## config.mk

```make
export PLATFORM = sky130hd
export DESIGN_NAME = rv_fetch_unit
export DESIGN_NICKNAME = d
export VERILOG_FILES = /design/src/rtl/rv_fetch_unit.sv
export SDC_FILE = /design/constraint.sdc
export NUM_CORES = 1
export LEC_CHECK = 0
export ABC_CLOCK_PERIOD_IN_PS = 1800
export CAP_MARGIN = 20
export CORE_MARGIN = 3
export CORE_UTILIZATION = 31
export CTS_BUF_LIST = sky130_fd_sc_hd__clkbuf_2
export DETAILED_ROUTE_END_ITERATION = 12
export PLACE_DENSITY = 0.88
export SLEW_MARGIN = 20
export SYNTH_ARGS = -nofsm -noshare
export SYNTH_HDL_FRONTEND = slang
export SYNTH_SLANG_ARGS = --single-unit
```

## constraint.sdc

```tcl
create_clock -name clk -period 1.8 [get_ports clk]
set_input_delay 0.36 -clock clk [delete_from_list [all_inputs] [get_ports clk]]
set_output_delay 0.36 -clock clk [all_outputs]
set_load 0.005 [all_outputs]
```

## src/rtl/rv_fetch_unit.sv

```systemverilog
// Instruction fetch stage: BOOT/RUN/STALL sequencer in front of a synchronous instruction memory.
// Optional static backward-taken branch prediction is enabled by defining FETCH_BTFN_EN.
module rv_fetch_unit #(
    parameter int unsigned     PC_W     = 8,
    parameter logic [PC_W-1:0] RESET_PC = '0
) (
    input  logic            clk,
    input  logic            reset,
    output logic            imem_en,
    output logic [PC_W-3:0] imem_addr,
    input  logic [31:0]     imem_rdata,
    input  logic            redirect_valid,
    input  logic [PC_W-1:0] redirect_pc,
    output logic            if_valid,
    input  logic            if_ready,
    output logic [31:0]     if_instr,
    output logic [PC_W-1:0] if_pc,
    output logic [PC_W-1:0] if_pc4,
    output logic            if_pred_taken
);

    typedef enum logic [1:0] {S_BOOT, S_RUN, S_STALL} state_t;

    localparam logic [PC_W-1:0] PC_STEP    = PC_W'(4);
    localparam logic [PC_W-1:0] ALIGN_MASK = ~PC_W'(3);

    state_t          state_q, state_d;
    logic [PC_W-1:0] fetch_pc_q, fetch_pc_d;
    logic [PC_W-1:0] rsp_pc_q, rsp_pc_d;
    logic            rsp_valid_q, rsp_valid_d;

    logic            imem_en_d;
    logic [PC_W-3:0] imem_addr_d;
    logic            handshake;
    logic            pred_take;
    logic            load_en;
    logic [PC_W-1:0] load_pc;
    logic [PC_W-1:0] redir_pc_al;
    logic [PC_W-1:0] pred_pc_al;

    // A redirect in flight squashes the held response, so it never handshakes.
    assign if_valid    = rsp_valid_q & ~redirect_valid;
    assign handshake   = if_valid & if_ready;
    assign redir_pc_al = redirect_pc & ALIGN_MASK;

`ifdef FETCH_BTFN_EN
    logic [PC_W-1:0] b_imm;

    assign b_imm = PC_W'({{19{imem_rdata[31]}}, imem_rdata[31], imem_rdata[7],
                          imem_rdata[30:25], imem_rdata[11:8], 1'b0});
    // Backward conditional branches (negative offset) are predicted taken.
    assign pred_take  = handshake & (imem_rdata[6:0] == 7'b1100011) & imem_rdata[31];
    assign pred_pc_al = (rsp_pc_q + b_imm) & ALIGN_MASK;
`else
    assign pred_take  = 1'b0;
    assign pred_pc_al = fetch_pc_q;
`endif

    always_comb begin
        state_d     = state_q;
        fetch_pc_d  = fetch_pc_q;
        rsp_pc_d    = rsp_pc_q;
        rsp_valid_d = rsp_valid_q;
        imem_en_d   = 1'b0;
        imem_addr_d = fetch_pc_q[PC_W-1:2];
        load_en     = 1'b0;
        load_pc     = fetch_pc_q;

        if (redirect_valid) begin
            load_en = 1'b1;
            load_pc = redir_pc_al;
            state_d = S_RUN;
        end else begin
            case (state_q)
                S_BOOT: begin
                    load_en = 1'b1;
                    load_pc = RESET_PC;
                    state_d = S_RUN;
                end
                default: begin
                    if (pred_take) begin
                        load_en = 1'b1;
                        load_pc = pred_pc_al;
                        state_d = S_RUN;
                    end else if (!rsp_valid_q || handshake) begin
                        load_en = 1'b1;
                        load_pc = fetch_pc_q;
                        state_d = S_RUN;
                    end else begin
                        state_d = S_STALL;
                    end
                end
            endcase
        end

        // Every fetch issues the read and retargets the response stage together.
        if (load_en) begin
            imem_en_d   = 1'b1;
            imem_addr_d = load_pc[PC_W-1:2];
            rsp_pc_d    = load_pc;
            rsp_valid_d = 1'b1;
            fetch_pc_d  = load_pc + PC_STEP;
        end
    end

    always_ff @(posedge clk or negedge reset) begin
        if (!reset) begin
            state_q     <= S_BOOT;
            fetch_pc_q  <= RESET_PC;
            rsp_pc_q    <= '0;
            rsp_valid_q <= 1'b0;
        end else begin
            state_q     <= state_d;
            fetch_pc_q  <= fetch_pc_d;
            rsp_pc_q    <= rsp_pc_d;
            rsp_valid_q <= rsp_valid_d;
        end
    end

    // BOOT would otherwise request a read while reset is still held.
    assign imem_en       = imem_en_d & reset;
    assign imem_addr     = imem_addr_d;
    assign if_instr      = imem_rdata;
    assign if_pc         = rsp_pc_q;
    assign if_pc4        = rsp_pc_q + PC_STEP;
    assign if_pred_taken = pred_take;

endmodule

```

==> reports/summary.txt <==
WORST SETUP PATH
----------------------------------------------------------------------------------------
Required time of the worst setup path .....................................      1.44 ns
Maximum fanout along the worst path .......................................            2
Crit path max-delay cell type ............................................. sky130_fd_sc_hd__clkdlybuf4s50_1
Path type of the worst setup path ......................................... input pin to output pin
Type of element capturing the critical path ...............................   output pin
Endpoint of the most critical register-to-register path ................... fetch_pc_q[5]$_DFFE_PN0N_
R2R Setup Slk .............................................................      0.09 ns
Arrival time at the worst endpoint ........................................      1.41 ns
Worst reg2reg path startpoint ............................................. state_q[1]$_DFF_PN0_
Ordered list of cells on the worst path ................................... clkdlybuf4s50_1, or3_4, and2_1, clkbuf_2
Type of origin of the critical path .......................................    input pin
CP Capture Point ..........................................................      imem_en
Worst reg-to-reg path cell count ..........................................            8
Delay of the slowest cell on the worst path ...............................      0.40 ns
Worst setup path start ....................................................     if_ready

CELLS AND AREA
----------------------------------------------------------------------------------------
Count of filler cells inserted in the layout ..............................          317
# nets final ..............................................................          199
Most common cell after layout, fill and taps aside ........................ sky130_fd_sc_hd__buf_4
Layout overhead on the synthesized area ...................................        32.1%
Post-route insts no fill ..................................................          197
Antenna Diode Count .......................................................            0
Share of cells above drive strength 1 .....................................        37.3%
Commonest cells after routing, fill and taps aside ........................ sky130_fd_sc_hd__buf_4, sky130_fd_sc_hd__dfrtp_1, sky130_fd_sc_hd__clkdlybuf4s50_1

PWR
----------------------------------------------------------------------------------------
Maximum vdd drop ..........................................................     0.345 mV
Power density cells .......................................................  705 nW/um^2
Pleak .....................................................................  0.000711 uW

FLOORPLAN
----------------------------------------------------------------------------------------
IO Count ..................................................................          101
Initial core utilization ..................................................        33.8%
Die Area ..................................................................    4210 um^2
Die boundary width ........................................................      64.9 um
Die boundary height .......................................................      64.9 um
Core area .................................................................    3180 um^2
Number of placement rows ..................................................           20

GLOBAL ROUTE
----------------------------------------------------------------------------------------
Final global-route overflow total .........................................            0
Antenna violations before repair ..........................................            0
Largest net degree at the start of global routing .........................           19
Vias in the first global route ............................................          864
Global-route wire length before repair ....................................      3.80 mm
Tot GR Track Use ..........................................................        11.7%

CLOCK TREE
----------------------------------------------------------------------------------------
Clock Tree Buf Depth ......................................................            2
Clock transition at the registers of the reported paths ...................      0.16 ns
CTS Root Buffer Type ...................................................... sky130_fd_sc_hd__clkbuf_2
Clock latency of the later-clocked register in the worst-skew pair ........      0.29 ns
Deepest level of the CTS H-tree ...........................................            1
CTS tree ..................................................................         done
Hold buffer count at cts ..................................................            0
Number of sinks driven by the clock tree ..................................           15
Clock buffer count from CTS ...............................................            3

ROUTING
----------------------------------------------------------------------------------------
Routed WL per cell ........................................................      13.3 um
Sum of routed wire length over all layers .................................      2.62 mm
Remaining DRCs ............................................................            0
Via density per instance ..................................................         4.36
Number of optimization iterations in the first detailed-route pass ........            4
Number of vias in the routed layout .......................................          858
Violation count after the first detailed-route iteration ..................           11
Remaining number of nets flagged by the antenna check after routing .......            0

LOGIC SYNTHESIS
----------------------------------------------------------------------------------------
Async set-reset flop share out of synthesis ...............................         100%
Top cell type's share of synthesized area .................................        34.9%
Average size of a mapped cell .............................................    8.67 um^2
Area of the mapped netlist ................................................    1070 um^2
Netlist cell types ........................................................           29
Warning count from the yosys run ..........................................            0
Cell types occupying the most area after synthesis ........................ sky130_fd_sc_hd__dfrtp_1, sky130_fd_sc_hd__buf_4, sky130_fd_sc_hd__a21oi_1
Count of flip-flops with a built-in enable after synthesis ................            0
Flip-flop cell with the highest count after synthesis ..................... sky130_fd_sc_hd__dfrtp_1
Register bit total from synthesis .........................................           15
Number of cells produced by synthesis .....................................          124
Part of the Yosys area used for sequential elements .......................        34.9%
Largest area contributor in the netlist ................................... sky130_fd_sc_hd__dfrtp_1

TIMING
----------------------------------------------------------------------------------------
Fin. Hold Viols ...........................................................            0
Number of pins with negative max-slew slack in the final report ...........            0
Highest Clock Rate ........................................................      566 MHz
Post-Route Hold Slack .....................................................     0.424 ns
Portion of the clock cycle consumed by the worst path in the final layout .        98.1%
Accumulated negative setup slack ..........................................         0 ns
Setup repair after global routing missed its margin .......................          yes
Final critical delay including setup and external delays ..................      1.77 ns
Final worst-path setup slack ..............................................    0.0338 ns
Final setup violation count ...............................................            0
Post-Route Skew ...........................................................   0.00750 ns

PLACE
----------------------------------------------------------------------------------------
Post-detail-place hpwl ....................................................      1.73 mm
Routability-driven placement congestion ratio .............................        0.842
Place WS ..................................................................    -0.502 ns
Number of cells after detailed placement ..................................          179
Port-buffer cells .........................................................           29

FLOW RUN
----------------------------------------------------------------------------------------
Number of max-cap violations ..............................................            0

MIN PATH
----------------------------------------------------------------------------------------
Worst hold path class ..................................................... input pin to async pin

RUN STATUS
----------------------------------------------------------------------------------------
Result of the run ......................................................... finished clean

-- through the flow --
stage / utilization, % / power (uW) / area (um^2)
floorplan: - / 619 / 1090
global placement: 40.0 / 779 / 1270
detailed placement: 40.0 / 789 / 1270
CTS: 43.5 / 974 / 1380
global route: 44.7 / 1060 / 1420
finish: 44.7 / 1000 / 1420
-- timing repair --
item	in CTS	in global routing
pin swaps	5	7
buffers inserted	11	4
setup endpoints to repair	16	13
resized for setup	33	19
endpoints found under the hold margin	0	0
-- worst min-delay path by stage --
stage	from	to	slack [ns]	cells past startpoint
final	reset	if_pc[2]$_DFFE_PN0N_	0.42	2
after global routing	reset	fetch_pc_q[3]$_DFFE_PN0N_	0.44	2
after CTS	reset	fetch_pc_q[3]$_DFFE_PN0N_	0.43	2
after detailed placement	fetch_pc_q[4]$_DFFE_PN0N_	fetch_pc_q[4]$_DFFE_PN0N_	0.47	2
after global placement	fetch_pc_q[2]$_DFFE_PN0N_	fetch_pc_q[2]$_DFFE_PN0N_	0.46	2
after floorplan	reset	fetch_pc_q[2]$_DFFE_PN0N_	0.06	0
-- synthesized netlist by cell type, types with 3 or more instances --
cell type / n
sky130_fd_sc_hd__buf_4: 37
sky130_fd_sc_hd__dfrtp_1: 15
sky130_fd_sc_hd__nand2_1: 8
sky130_fd_sc_hd__nor2_1: 8
sky130_fd_sc_hd__inv_1: 7
sky130_fd_sc_hd__a21oi_1: 6
sky130_fd_sc_hd__o21ai_0: 5
sky130_fd_sc_hd__a22oi_1: 3
sky130_fd_sc_hd__and2b_1: 3
sky130_fd_sc_hd__nand2b_1: 3
sky130_fd_sc_hd__nand3_1: 3
sky130_fd_sc_hd__o21a_1: 3
sky130_fd_sc_hd__xnor2_1: 3
-- power by group --
| group | switching (uW) | total, uW | internal, uW | leakage (uW) |
|---|---|---|---|---|
| clock network | 118 | 168 | 50.3 | 0.0000164 |
| logic | 178 | 423 | 246 | 0.000516 |
| registers | 30.7 | 411 | 380 | 0.000179 |
-- layer usage --
layer	wire [um]	part of all wire, %	GRT usage (%)
met1	1100	42	12.9
met3	150	5.7	3.29
met5	0	0	0
met4	0	0	2.90
met2	1370	52	21.7
-- final cells by class --
class | instances | area (um^2) | area share (%)
flip-flops and latches | 15 | 375 | 26.4
multi-input cells | 65 | 447 | 31.5
repair buffers | 61 | 493 | 34.7
clock buffers | 3 | 15.0 | 1.06
inverters | 8 | 30.0 | 2.11
clock inverters | 1 | 5.00 | 0.352
well taps | 44 | 55.1 | 3.88
-- state kept, by name (all words and copies together) (netlist names) --
signal,cells
fetch_pc_q,6
state_q,2
rsp_valid_q,1
if_pc,6
-- logic make-up (layout without fill, tap and decap cells) --
group                    Yosys count  in the layout  synth area share [%]
buffers and inverters             48             73                  30.5
AND/OR/NAND/NOR                   30             30                  15.0
AO/OA/AOI/OAI                     22             22                  12.7
flip-flops                        15             15                  34.9
XOR/XNOR                           5              5                  4.08
other                              2              6                 0.699
adder cells (fa/ha/maj)            1              1                  1.16
multiplexers                       1              1                 0.931
-- worst max-delay path: cells and delay by family --
| kind | cells | cell delay [ns] |
|---|---|---|
| simple gates | 2 | 0.54 |
| buf+inv | 2 | 0.51 |
Note: power is estimated with default switching activity, not from simulation.
